**config.mk**
```make
export PLATFORM = sky130hd
export DESIGN_NAME = alu64bit_seq
export DESIGN_NICKNAME = d
export VERILOG_FILES = /design/src/rtl/alu_seq_pkg.sv /design/src/rtl/alu64bit_seq.sv
export SDC_FILE = /design/constraint.sdc
export NUM_CORES = 1
export LEC_CHECK = 0
export ABC_AREA = 1
export ABC_CLOCK_PERIOD_IN_PS = 2100
export CAP_MARGIN = 20
export CORE_AREA = 2 2 158 160
export DETAILED_ROUTE_END_ITERATION = 12
export DIE_AREA = 0 0 160 162
export PLACE_DENSITY = 0.69
export SLEW_MARGIN = 20
export SYNTH_ARGS = -nofsm -noshare
export SYNTH_HDL_FRONTEND = slang
export SYNTH_SLANG_ARGS = --single-unit
```
**constraint.sdc**
```tcl
create_clock -name clk -period 2.1 [get_ports clk]
set_input_delay 0.525 -clock clk [delete_from_list [all_inputs] [get_ports clk]]
set_output_delay 0.525 -clock clk [all_outputs]
set_load 0.05 [all_outputs]
```
**src/rtl/alu_seq_pkg.sv**
```systemverilog
// Shared types and constants for the sequential ALU wrapper.
//   state_t      : wrapper FSM state (IDLE / SETTLE / HOLD)
//   alu_op_t     : opaque 2-bit ALU operation code
//   ALU_WIDTH    : datapath width of the ALU instance
//   SETTLE_CNT_W : width of the settle-cycle down counter (SETTLE_CYCLES <= 255)
package alu_seq_pkg;

  localparam int ALU_WIDTH    = 64;
  localparam int SETTLE_CNT_W = 8;

  typedef logic [1:0] alu_op_t;

  typedef enum logic [1:0] {
    IDLE   = 2'd0,
    SETTLE = 2'd1,
    HOLD   = 2'd2
  } state_t;

endpackage : alu_seq_pkg

```
**src/rtl/alu64bit_seq.sv**
```systemverilog
// Sequential front-end/back-end wrapper around a combinational ripple ALU.
// A request is registered onto the ALU inputs, held for SETTLE_CYCLES clock
// edges so the ripple chain resolves, then s/cout plus zero/negative flags
// are captured into an output register offered downstream.
//
// Handshakes: a transfer happens on a rising clk edge where valid & ready are
// both high. A requester holds in_valid and its payload until accepted. The
// result holds out_valid and its payload until out_ready is seen. in_ready is
// high only in IDLE; out_valid is high only in HOLD.
//
// Ports:
//   clk, rst_n                 clock, asynchronous active-low reset
//   in_valid/in_ready          request handshake
//   in_a, in_b, in_cin, in_op  request payload
//   in_chain                   take cin from the stored carry (chain build only)
//   alu_a/alu_b/alu_cin/alu_op registered drive to the ALU
//   alu_s, alu_cout            combinational results from the ALU
//   out_valid/out_ready        result handshake
//   out_s, out_cout            captured result
//   out_zero, out_neg          flags derived from the captured result
//   o_dbg_state                current FSM state for observation
//
// Build option: define ALU_SEQ_CARRY_CHAIN_EN to keep the carry out of every
// captured result and let a request with in_chain = 1 use it as its carry in,
// so multiword adds can be issued as successive requests.
module alu64bit_seq
  import alu_seq_pkg::*;
#(
  parameter int WIDTH         = ALU_WIDTH,
  parameter int SETTLE_CYCLES = 4          // legal range 1..255
) (
  input  logic             clk,
  input  logic             rst_n,
  input  logic             in_valid,
  output logic             in_ready,
  input  logic [WIDTH-1:0] in_a,
  input  logic [WIDTH-1:0] in_b,
  input  logic             in_cin,
  input  alu_op_t          in_op,
  input  logic             in_chain,
  output logic [WIDTH-1:0] alu_a,
  output logic [WIDTH-1:0] alu_b,
  output logic             alu_cin,
  output alu_op_t          alu_op,
  input  logic [WIDTH-1:0] alu_s,
  input  logic             alu_cout,
  output logic             out_valid,
  input  logic             out_ready,
  output logic [WIDTH-1:0] out_s,
  output logic             out_cout,
  output logic             out_zero,
  output logic             out_neg,
  output state_t           o_dbg_state
);

  localparam logic [SETTLE_CNT_W-1:0] SETTLE_LOAD = SETTLE_CNT_W'(SETTLE_CYCLES - 1);

  state_t                  r_state;
  state_t                  w_next;
  logic [SETTLE_CNT_W-1:0] r_cnt;
  logic                    w_accept;
  logic                    w_capture;
  logic                    w_release;
  logic                    w_cin;

  assign w_accept  = in_valid && (r_state == IDLE);
  assign w_capture = (r_state == SETTLE) && (r_cnt == '0);
  assign w_release = (r_state == HOLD) && out_ready;

`ifdef ALU_SEQ_CARRY_CHAIN_EN
  logic r_carry;

  assign w_cin = in_chain ? r_carry : in_cin;

  always_ff @(posedge clk or negedge rst_n) begin
    if (!rst_n) begin
      r_carry <= 1'b0;
    end else if (w_capture) begin
      r_carry <= alu_cout;
    end
  end
`else
  logic w_unused_chain;

  assign w_unused_chain = in_chain;
  assign w_cin          = in_cin;
`endif

  // State register
  always_ff @(posedge clk or negedge rst_n) begin
    if (!rst_n) begin
      r_state <= IDLE;
    end else begin
      r_state <= w_next;
    end
  end

  // Next-state logic
  always_comb begin
    w_next = r_state;
    case (r_state)
      IDLE:    if (w_accept)  w_next = SETTLE;
      SETTLE:  if (w_capture) w_next = HOLD;
      HOLD:    if (w_release) w_next = IDLE;
      default: w_next = IDLE;
    endcase
  end

  // Outputs decoded from state only
  always_comb begin
    in_ready    = (r_state == IDLE);
    out_valid   = (r_state == HOLD);
    o_dbg_state = r_state;
  end

  // Settle counter: loaded at acceptance, counts down to the capture edge.
  always_ff @(posedge clk or negedge rst_n) begin
    if (!rst_n) begin
      r_cnt <= '0;
    end else if (w_accept) begin
      r_cnt <= SETTLE_LOAD;
    end else if ((r_state == SETTLE) && (r_cnt != '0)) begin
      r_cnt <= r_cnt - 1'b1;
    end
  end

  // ALU drive registers: change only on acceptance, so they stay at the last
  // accepted operands through capture and beyond.
  always_ff @(posedge clk or negedge rst_n) begin
    if (!rst_n) begin
      alu_a   <= '0;
      alu_b   <= '0;
      alu_cin <= 1'b0;
      alu_op  <= '0;
    end else if (w_accept) begin
      alu_a   <= in_a;
      alu_b   <= in_b;
      alu_cin <= w_cin;
      alu_op  <= in_op;
    end
  end

  // Result register: flags come from the value being captured, so they can
  // never disagree with out_s even if alu_s later moves.
  always_ff @(posedge clk or negedge rst_n) begin
    if (!rst_n) begin
      out_s    <= '0;
      out_cout <= 1'b0;
      out_zero <= 1'b0;
      out_neg  <= 1'b0;
    end else if (w_capture) begin
      out_s    <= alu_s;
      out_cout <= alu_cout;
      out_zero <= (alu_s == '0);
      out_neg  <= alu_s[WIDTH-1];
    end
  end

endmodule : alu64bit_seq
```
; Word level (Yosys, flattened, before mapping)
; Index checks and enable logic that the tools add are counted.
[totals]
ff_bits = 208
input_bits = 201
wordCells = 32
out_inout_bits = 202
[classes]
n_reduce_logical = 10
add_sub_neg = 1
mux = 6
n_eq_ne = 5
[op_table]
columns = op, n
row1 = zero test 64 bit, 1
row2 = 2-to-1 mux 8 bit, 2
row3 = zero test 8 bit, 1
row4 = nonzero test 8 bit, 1
row5 = subtractor 8 x 1 -> 8 bit (second input constant), 1
row6 = 2-to-1 mux 2 bit, 3
row7 = case mux 2 bit (3 select lines), 1
row8 = logical AND 1 bit, 4
row9 = inequality test 2 x 1 -> 1 bit (second input constant), 2
row10 = AND reduction 3 bit, 1
row11 = == test 2 x 1 -> 1 bit (second input constant), 1
row12 = == test 2 bit (second input constant), 1
row13 = zero test 2 bit, 1
row14 = inequality test 2 bit (second input constant), 1
row15 = nonzero test 2 bit, 1

; Logic depth before layout (Yosys ltp)
[logic_depth]
word_depth = 4
ltp_mapped = 9
ltp_nobuf = 9

; Least setup slack after synthesis
; No wires, ideal clock.
[synth_timing]
path_type = register to register
start = reg r_state[0], in the netlist o_dbg_state[0]
end = reg alu_a[0]
slack_ns = -0.173
t_required_ns = 1.982
stages_incl_launch_ff = 8
synth_period_minus_slack_ns = 2.273
arrival_ns = 2.155
setup_time_ns = 0.118
path_buffers = 3
path_cell_list = dfrtp_1 -> nor2_1 -> nand2_1 -> buf_2 -> buf_2 -> buf_2 -> nand2_1 -> nand2_1
[synth_via]
elab_chain_len = 2
[synth_rtl]
columns = element, line_no
row1 = from (decl), alu64bit_seq.sv:58  ; state_t r_state;
row2 = from (signal assigned), alu64bit_seq.sv:94  ; r_state <= w_next;
row3 = zero test 2 bit, -
row4 = via in_ready, alu64bit_seq.sv:35  ; output logic in_ready,
row5 = logical AND 1 bit, alu64bit_seq.sv:66  ; assign w_accept = in_valid && (r_state == IDLE);
row6 = to (signal assigned), alu64bit_seq.sv:136  ; alu_a <= in_a;
row7 = to (decl), alu64bit_seq.sv:41  ; output logic [WIDTH-1:0] alu_a,
; The timed path passes the listed nets, and every way through them passes these cells.
; A chain may end at the register's enable or synchronous reset.

; Worst setup path after layout
[layout_timing]
start = reg alu_a[45]
end = out alu_a[45]
; No word-level cell between the ends.

==> impl_metrics.ini <==
[cts]
h-tree-depth = 1
ctsHoldBuffers = 0
cts_setup_buffers = 0
path_clk_slew_ns = 0.06
clock_sinks = 207
clock_latency_ns = 0.51
clockBufferDepth = 3
cts_root_buf = clkbuf_16
cts_made_buffers = 24
cts_tree = built
cts_resized = 152

[yosys]
syn_avg_cell_area_sq_um = 8.425
synth_most_common_cell = nand2_1
synth.distinct_cells = 18
yosys-top-cells-count = nand2_1, dfrtp_1, nor2_1
async_reset_ff_frac = 1.000
synth-seq-area-share = 0.6345
synthTopCellsByArea = dfrtp_1, nand2_1, nor2_1, buf_2, inv_1
synthCells = 969
synth_flop_cell = dfrtp_1
netlist.top_cell.by_area = dfrtp_1
syn_area_sq_um = 8164
synth_edf_count = 0
synth_top_area_frac = 0.6345
syn_nets = 1172
ys.warnings.count = 0
ys_seq_elements = 207

[die]
core_sq_um = 24110
row_count = 57
die-area_sq_um = 25920
die_y_microns = 162
die_x_microns = 160
io_pins = 403
initial_core_util = 0.3387

[drt]
avgRoutedWirePerCell_microns = 14.67
drt_iter0_drc = 467
wirelength_microns = 25080
viasPerCell = 4.393
vias = 7508
post-route-drc-count = 0
ant_nets = 0
dr.pass1.iters = 5

[worst_hold_path]
hp-class = primary input to asynchronous set/reset pin

[power_and_ir_drop]
p_leak_nw = 6.924
finalPower_mw = 24.13
p_per_area_nw_per_um2 = 1842
peakVddDrop_mv = 0.9669

[global_routing]
antenna_found_initial = 0
grt_pass1_vias = 7642
grt_overflow_total = 0
track_usage = 0.1903
grt_max_degree = 103
grt_pass1_wl_microns = 40080

[worst_setup_path]
reg2reg_from = r_cnt[0]
cp_data_required_time_ns = 1.57
r2r_end = out_s[7]
crit_fanout = 2
ff2ff_setup_slack_ns = 0.30
crit_slowest_cell = dlygate4sd2_1
crit_arrival_ns = 1.45
startpoint_type = flip-flop
end_kind = output port
crit_family = buffers and inverters
critPathMaxStageDelay_ns = 0.55
crit_chain = dlygate4sd2_1
r2r_cells = 8
cp_num_buf_inv = 1
crit_type = flip-flop to output port

[layout]
instances_no_fill = 1709
antenna-diode-count = 0
nets = 1570
drive_gt1_frac = 0.07942
utilization = 0.5435
syn2layout_area_growth_pct = 60.49
finish.instance_area_sq_um = 13100

[sta]
whs_ns = 0.01369
drv_slew = 0
tightest_slew_ns = 0.5363
rsz0062_at_grt = no
max_slew_margin = 0.6424
finalSetupTns_ns = 0
clock_skew_ns = 0.01278
finalCritPeriodShare = 0.9382
period_needed_ns = 1.970
fin_ws_ns = 0.1298
setup_viol = 0
finalHoldViolations = 0
max_clock_freq_mhz = 507.6

[run_status]
status = finished, final reports clean

[placement]
pre_cts_slack_ns = 0.2236
dpl-instance-area_sq_um = 12490
dpl.cell_count = 1665
gp_congestion = 0.8208
portBuffers = 401
dp_hpwl_microns = 17910

[flow_run]
max_cap_viol_count = 0
-- placed cells by master, fill, tap and decap left out, types with 7 or more instances in the layout --
cell type,n
buf_12,9
clkbuf_1,7
nor2_1,51
nand2_1,615
buf_4,56
clkbuf_16,25
dlygate4sd2_1,152
clkdlybuf4s50_1,198
inv_1,16
o21ai_0,11
dfrtp_1,207
nand3_1,10
-- cells by family after synthesis --
logic type,Yosys count,synth area share
fa+ha+maj,2,0.003065
xor+xnor,2,0.002146
flops,207,0.6345
simple gates,683,0.3183
compound gates,13,0.008275
buf+inv,62,0.03372
-- layout make-up --
type | instances | area [sq um]
clock inverters | 8 | 93.84
inverters | 18 | 70.07
fillers | 2322 | 11000
well taps | 324 | 405.4
flip-flops and latches | 207 | 5180
clock buffers | 36 | 706.9
repair buffers | 416 | 3928
multi-input cells | 700 | 2719
-- flip-flops by register name, summed over array words and instances (netlist names) --
register	cells
alu_cin	1
out_zero	1
o_dbg_state	2
alu_a	64
alu_op	2
out_cout	1
out_s	64
alu_b	64
r_cnt	8
-- power by group --
part           switching, mW  internal, mW
registers              0.998          5.92
logic                   9.69          3.32
clock network           1.63          2.57
-- metal layers --
metal  share of wire  GRT usage  vias up
met5               0          0        -
met1            0.40     0.2252     3452
met3           0.099    0.06639       41
li1                -          -     3717
met4           0.024    0.05528        0
met2            0.48     0.3290      298
-- worst max path at each step --
stage | start | endpoint | slack (ns) | depth (start not counted)
global route | alu_a[45] | alu_a[45] | 0.07 | 1
CTS | alu_a[45] | alu_a[45] | 0.09 | 1
global placement | in_valid | r_cnt[3] | 0.23 | 7
floorplan | o_dbg_state[0] | alu_a[0] | 0.09 | 7
detailed placement | in_valid | r_cnt[3] | 0.22 | 7
finish | alu_a[45] | alu_a[45] | 0.13 | 1
Power figures use the tool's default switching activity.
